**src/rtl/str_pack_24to32.sv**
```systemverilog
// Packs a stream of 24-bit samples into a little-endian 32-bit word stream.
// Frames end word-aligned; a short tail word carries tkeep for its valid bytes.
module str_pack_24to32 #(
    parameter int DW = 24,
    parameter int OW = 32
) (
    input  logic          clk,
    input  logic          rst_n,
    input  logic [DW-1:0] s_axis_tdata,
    input  logic          s_axis_tvalid,
    input  logic          s_axis_tlast,
    output logic          s_axis_tready,
    output logic [OW-1:0] m_axis_tdata,
    output logic [3:0]    m_axis_tkeep,
    output logic          m_axis_tlast,
    output logic          m_axis_tvalid,
    input  logic          m_axis_tready
);

    generate
        if (DW != 24 || OW != 32) begin : g_bad_param
            $error("str_pack_24to32: only DW=24 and OW=32 are supported");
        end
    endgenerate

    // Byte-lane mask for a tail word holding cnt bytes.
    function automatic logic [3:0] tail_keep(input logic [1:0] cnt);
        logic [3:0] k;
        case (cnt)
            2'd1:    k = 4'b0001;
            2'd2:    k = 4'b0011;
            2'd3:    k = 4'b0111;
            default: k = 4'b0000;
        endcase
        return k;
    endfunction

    logic          run_r;
    logic          flush_pending_r;
    logic [1:0]    r_r;
    logic [DW-1:0] res_r;
    logic [OW-1:0] tdata_r;
    logic [3:0]    tkeep_r;
    logic          tlast_r;
    logic          tvalid_r;

    logic          out_free_s;
    logic          accept_s;
    logic          emit_s;
    logic [OW-1:0] word_s;
    logic [3:0]    keep_s;
    logic          last_s;
    logic [1:0]    r_nx_s;
    logic [DW-1:0] res_nx_s;
    logic          flush_nx_s;

    assign out_free_s    = !tvalid_r || m_axis_tready;
    assign s_axis_tready = run_r && !flush_pending_r && out_free_s;
    assign accept_s      = s_axis_tvalid && s_axis_tready;

    assign m_axis_tdata  = tdata_r;
    assign m_axis_tkeep  = tkeep_r;
    assign m_axis_tlast  = tlast_r;
    assign m_axis_tvalid = tvalid_r;

    // Next residual state and the word (if any) produced this cycle.
    always_comb begin
        emit_s     = 1'b0;
        word_s     = 32'h0000_0000;
        keep_s     = 4'b0000;
        last_s     = 1'b0;
        r_nx_s     = r_r;
        res_nx_s   = res_r;
        flush_nx_s = flush_pending_r;
        if (flush_pending_r) begin
            // The residual register already holds the zero-padded tail bytes.
            if (out_free_s) begin
                emit_s     = 1'b1;
                word_s     = {8'h00, res_r};
                keep_s     = tail_keep(r_r);
                last_s     = 1'b1;
                r_nx_s     = 2'd0;
                res_nx_s   = 24'h00_0000;
                flush_nx_s = 1'b0;
            end else begin
                flush_nx_s = 1'b1;
            end
        end else if (accept_s) begin
            case (r_r)
                2'd0: begin
                    if (s_axis_tlast) begin
                        emit_s   = 1'b1;
                        word_s   = {8'h00, s_axis_tdata};
                        keep_s   = 4'b0111;
                        last_s   = 1'b1;
                        r_nx_s   = 2'd0;
                        res_nx_s = 24'h00_0000;
                    end else begin
                        r_nx_s   = 2'd3;
                        res_nx_s = s_axis_tdata;
                    end
                end
                2'd3: begin
                    emit_s     = 1'b1;
                    word_s     = {s_axis_tdata[7:0], res_r};
                    keep_s     = 4'b1111;
                    r_nx_s     = 2'd2;
                    res_nx_s   = {8'h00, s_axis_tdata[23:8]};
                    flush_nx_s = s_axis_tlast;
                end
                2'd2: begin
                    emit_s     = 1'b1;
                    word_s     = {s_axis_tdata[15:0], res_r[15:0]};
                    keep_s     = 4'b1111;
                    r_nx_s     = 2'd1;
                    res_nx_s   = {16'h0000, s_axis_tdata[23:16]};
                    flush_nx_s = s_axis_tlast;
                end
                2'd1: begin
                    emit_s   = 1'b1;
                    word_s   = {s_axis_tdata, res_r[7:0]};
                    keep_s   = 4'b1111;
                    last_s   = s_axis_tlast;
                    r_nx_s   = 2'd0;
                    res_nx_s = 24'h00_0000;
                end
                default: begin
                    r_nx_s   = 2'd0;
                    res_nx_s = 24'h00_0000;
                end
            endcase
        end else begin
            emit_s = 1'b0;
        end
    end

    // Packing state and the registered output word.
    always_ff @(posedge clk or negedge rst_n) begin
        if (!rst_n) begin
            run_r           <= 1'b0;
            flush_pending_r <= 1'b0;
            r_r             <= 2'd0;
            res_r           <= 24'h00_0000;
            tdata_r         <= 32'h0000_0000;
            tkeep_r         <= 4'b0000;
            tlast_r         <= 1'b0;
            tvalid_r        <= 1'b0;
        end else begin
            run_r           <= 1'b1;
            flush_pending_r <= flush_nx_s;
            r_r             <= r_nx_s;
            res_r           <= res_nx_s;
            if (emit_s) begin
                tdata_r  <= word_s;
                tkeep_r  <= keep_s;
                tlast_r  <= last_s;
                tvalid_r <= 1'b1;
            end else if (m_axis_tready) begin
                tvalid_r <= 1'b0;
            end else begin
                tvalid_r <= tvalid_r;
            end
        end
    end

endmodule

```
**config.mk**
```make
export PLATFORM = sky130hd
export DESIGN_NAME = str_pack_24to32
export DESIGN_NICKNAME = d
export VERILOG_FILES = /design/src/rtl/str_pack_24to32.sv
export SDC_FILE = /design/constraint.sdc
export NUM_CORES = 1
export LEC_CHECK = 0
export CAP_MARGIN = 0
export CORE_AREA = 2 2 92 94
export DETAILED_ROUTE_END_ITERATION = 10
export DIE_AREA = 0 0 94 96
export MAX_ROUTING_LAYER = met4
export PLACE_DENSITY_LB_ADDON = 0.05
export SLEW_MARGIN = 20
export SYNTH_ARGS = -nofsm -noshare
export SYNTH_HDL_FRONTEND = slang
export SYNTH_SLANG_ARGS = --single-unit
```
**constraint.sdc**
```tcl
create_clock -name clk -period 1.47 [get_ports clk]
set_input_delay 0.294 -clock clk [delete_from_list [all_inputs] [get_ports clk]]
set_output_delay 0.294 -clock clk [all_outputs]
set_load 0.005 [all_outputs]
```
==> impl_metrics.py <==
metrics = {
    "outcome": {
        "status": "finished with violations",
        "violations": "negative setup slack",
    },
    "cells_and_area": {
        "layout_common_cells": "buf_4, dfrtp_1, dlygate4sd2_1, buf_6, clkdlybuf4s50_1",
        "n_fill_cell": 602,
        "antennaDiodeCount": 0,
        "final_common_cell": "buf_4",
        "finalNetCount": 546,
        "area_delta_synth_final_pct": 65.6,
        "instances_no_fill": 626,
        "design_area_um2": 5870,
        "drive_above_1_share_pct": 38.2,
    },
    "placement": {
        "dp_cells": 573,
        "place_congestion": 0.925,
        "port_buffers": 67,
        "dp_hpwl_mm": 8.21,
        "place_area_um2": 4950,
    },
    "synthesis": {
        "synth-edff-count": 0,
        "synth_seq_cells": 66,
        "synthCells": 349,
        "synth_ff_type": "dfrtp_1",
        "ys_seq_area_share_pct": 46.6,
        "yosys_warnings": 0,
        "synthesis.nets": 378,
        "synth_area_um2": 3540,
        "synthArstFlopShare_pct": 100,
        "syn_area_per_cell_um2": 10.2,
        "ys_types": 44,
    },
    "power_and_ir_drop": {
        "vdd_drop_max_mv": 0.822,
        "p_leak_nw": 2.61,
        "power.density_nw_per_um2": 1700,
        "p_total_mw": 10.0,
    },
    "worst_setup_path": {
        "arrival_ns": 1.91,
        "critical_path_class": "flop to flop",
        "crit_path_max_fanout": 5,
        "crit_slowest_cell": "or3_4",
        "crit_path_end_kind": "flop",
        "crit_chain": "nor2b_4 -> or3_4 -> buf_6 -> buf_6 -> a211o_1 -> o31ai_1",
        "critPathRequiredTime_ns": 1.73,
        "cp-start-kind": "flop",
        "crit_top_cell": "buf_6",
        "cpPeakStageDelay_ns": 0.43,
    },
    "die": {
        "die_area_um2": 9020,
        "die_w_um": 94,
        "rows": 33,
        "initial_core_util_pct": 44.0,
        "core_area_um2": 8050,
        "pin_count": 68,
        "dieHeight_um": 96,
    },
    "detailed_routing": {
        "routed.top_layer": "met4",
        "met1_length_mm": 5.78,
        "dr_wl_met2_mm": 6.10,
        "drt_iter0_drc": 281,
        "dr_wl_met3_um": 896,
        "vias_per_cell": 6.13,
        "wl_per_cell_um": 21.1,
        "antenna_left": 0,
        "first_pass_iters": 5,
        "drt_wl_total_mm": 13.2,
        "drt_drc_violations_left": 0,
        "dr_total_vias": 3837,
    },
    "clock_tree": {
        "cts.sinks": 66,
        "htreeDepth": 3,
        "clock_path_buffers": 2,
        "root_buffer": "clkbuf_8",
        "clk_pin_slew_ns": 0.08,
        "cts_buffers": 9,
        "clk_latency_ns": 0.36,
        "cts_tree": "yes",
    },
    "global_routing": {
        "grt_overflow": 0,
        "grt_pass1_vias": 3710,
        "antenna_found_initial": 0,
        "grt_pass1_wl_mm": 19.9,
        "globalRouteTotalUtil_pct": 30.5,
        "grt_max_degree": 67,
    },
    "sta": {
        "tns_ns": -5.66,
        "timing.hold.ws_ns": 0.394,
        "setup_viol": 56,
        "max_freq_mhz": 607,
        "rsz0062_at_grt": "yes",
        "drv_slew": 0,
        "period_needed_ns": 1.65,
        "setup_slack_ns": -0.178,
        "timing.final.hold_violations": 0,
        "finalClockSkew_ns": 0.0115,
        "min_period_over_period_pct": 112,
    },
    "min_path": {
        "min_path_type": "input pin to flop",
    },
    "run": {
        "max_cap_violations": 0,
    },
}
[cell usage after synthesis (2+ instances only)]
cell type / count / area (µm²)
a2111oi_0: 2 / 17.5
a2111oi_1: 2 / 20.0
a211o_1: 9 / 78.8
a21o_1: 2 / 15.0
a21oi_1: 20 / 100
a221o_1: 23 / 230
a221oi_1: 17 / 149
a22o_1: 16 / 140
a31oi_1: 3 / 18.8
a32oi_1: 12 / 105
and2_1: 3 / 18.8
buf_1: 4 / 15.0
buf_2: 20 / 100
clkbuf_1: 13 / 48.8
dfrtp_1: 66 / 1650
inv_1: 11 / 41.3
mux2_2: 2 / 22.5
mux2i_1: 14 / 140
nand2_1: 23 / 86.3
nand3_1: 8 / 40.0
nor2_1: 11 / 41.3
nor2b_1: 14 / 87.6
nor3_1: 12 / 60.1
nor3_4: 2 / 32.5
nor4b_1: 2 / 17.5
o21ai_0: 11 / 55.1
o21ai_1: 2 / 10.0
o31ai_1: 9 / 67.6
[sequential cells by signal (all words and copies together), names as in the netlist]
name,cells
m_axis_tdata,32
m_axis_tkeep,4
m_axis_tvalid,1
r_r,2
flush_pending_r,1
res_r,24
m_axis_tlast,1
run_r,1
[area by class of cell]
class	instances	area, µm²	area share (%)
multi-input combinational	234	2020	34.5
timing repair buffer	195	1840	31.3
sequential	66	1660	28.2
clock buffer	13	169	2.88
tap	105	131	2.24
inverter	11	41.3	0.703
clock inverter	2	12.5	0.213
[per-stage QoR]
stage | setup WS, ns | util, %
5_1_grt | -0.204 | 72.9
4_1_cts | -0.157 | 69.3
3_3_place_gp | -0.559 | 61.5
3_5_place_dp | -0.575 | 61.5
2_1_floorplan | -0.107 | -
6_report | -0.178 | 72.9
[path summary, 6_finish.rpt]
check                                start                to  cells past startpoint  slack (ns)
max                          m_axis_tvalid          res_r[3]                      6       -0.18
min                          m_axis_tready   flush_pending_r                      3        0.39
max reg2reg                  m_axis_tvalid          res_r[3]                      6       -0.18
min reg2reg                m_axis_tkeep[3]   m_axis_tkeep[3]                      1        0.50
max in group asynchronous            rst_n            r_r[0]                      3        0.65
min in group asynchronous            rst_n  m_axis_tdata[15]                      3        0.48
[kinds of logic after synthesis]
| group | synth area share [%] |
|---|---|
| flops | 46.6 |
| buf+inv | 6.00 |
| compound gates | 30.0 |
| other cells | 0.106 |
| mux | 4.59 |
| simple gates | 12.7 |
[worst max-delay path, delay by kind of cell, from the launching register on]
kind                   cells  cell delay, ns
DFF                        1            0.38
and+or+nand+nor            2            0.58
buffers and inverters      2            0.27
AOI/OAI and AO/OA          2            0.32
[routing by layer]
metal | global-route usage, % | up-vias
met4 | 12.9 | 0
met5 | - | -
met2 | 45.6 | 195
li1 | - | 1689
met1 | 40.6 | 1917
met3 | 6.03 | 36
[where the power goes]
part / switching [mW] / internal [mW] / total (mW)
clock network: 0.731 / 0.740 / 1.47
logic: 2.53 / 2.98 / 5.51
registers: 0.478 / 2.54 / 3.02
[timing repair]
item | in CTS | in global routing
hold buffers | 1 | 0
buffers inserted | 24 | 12
resized for setup | 100 | 47
pin swaps | 20 | 27
gates cloned | 3 | 2
hold endpoints to repair | 66 | 0
setup endpoints to repair | 93 | 65
Note: power is estimated with default switching activity, not from simulation.
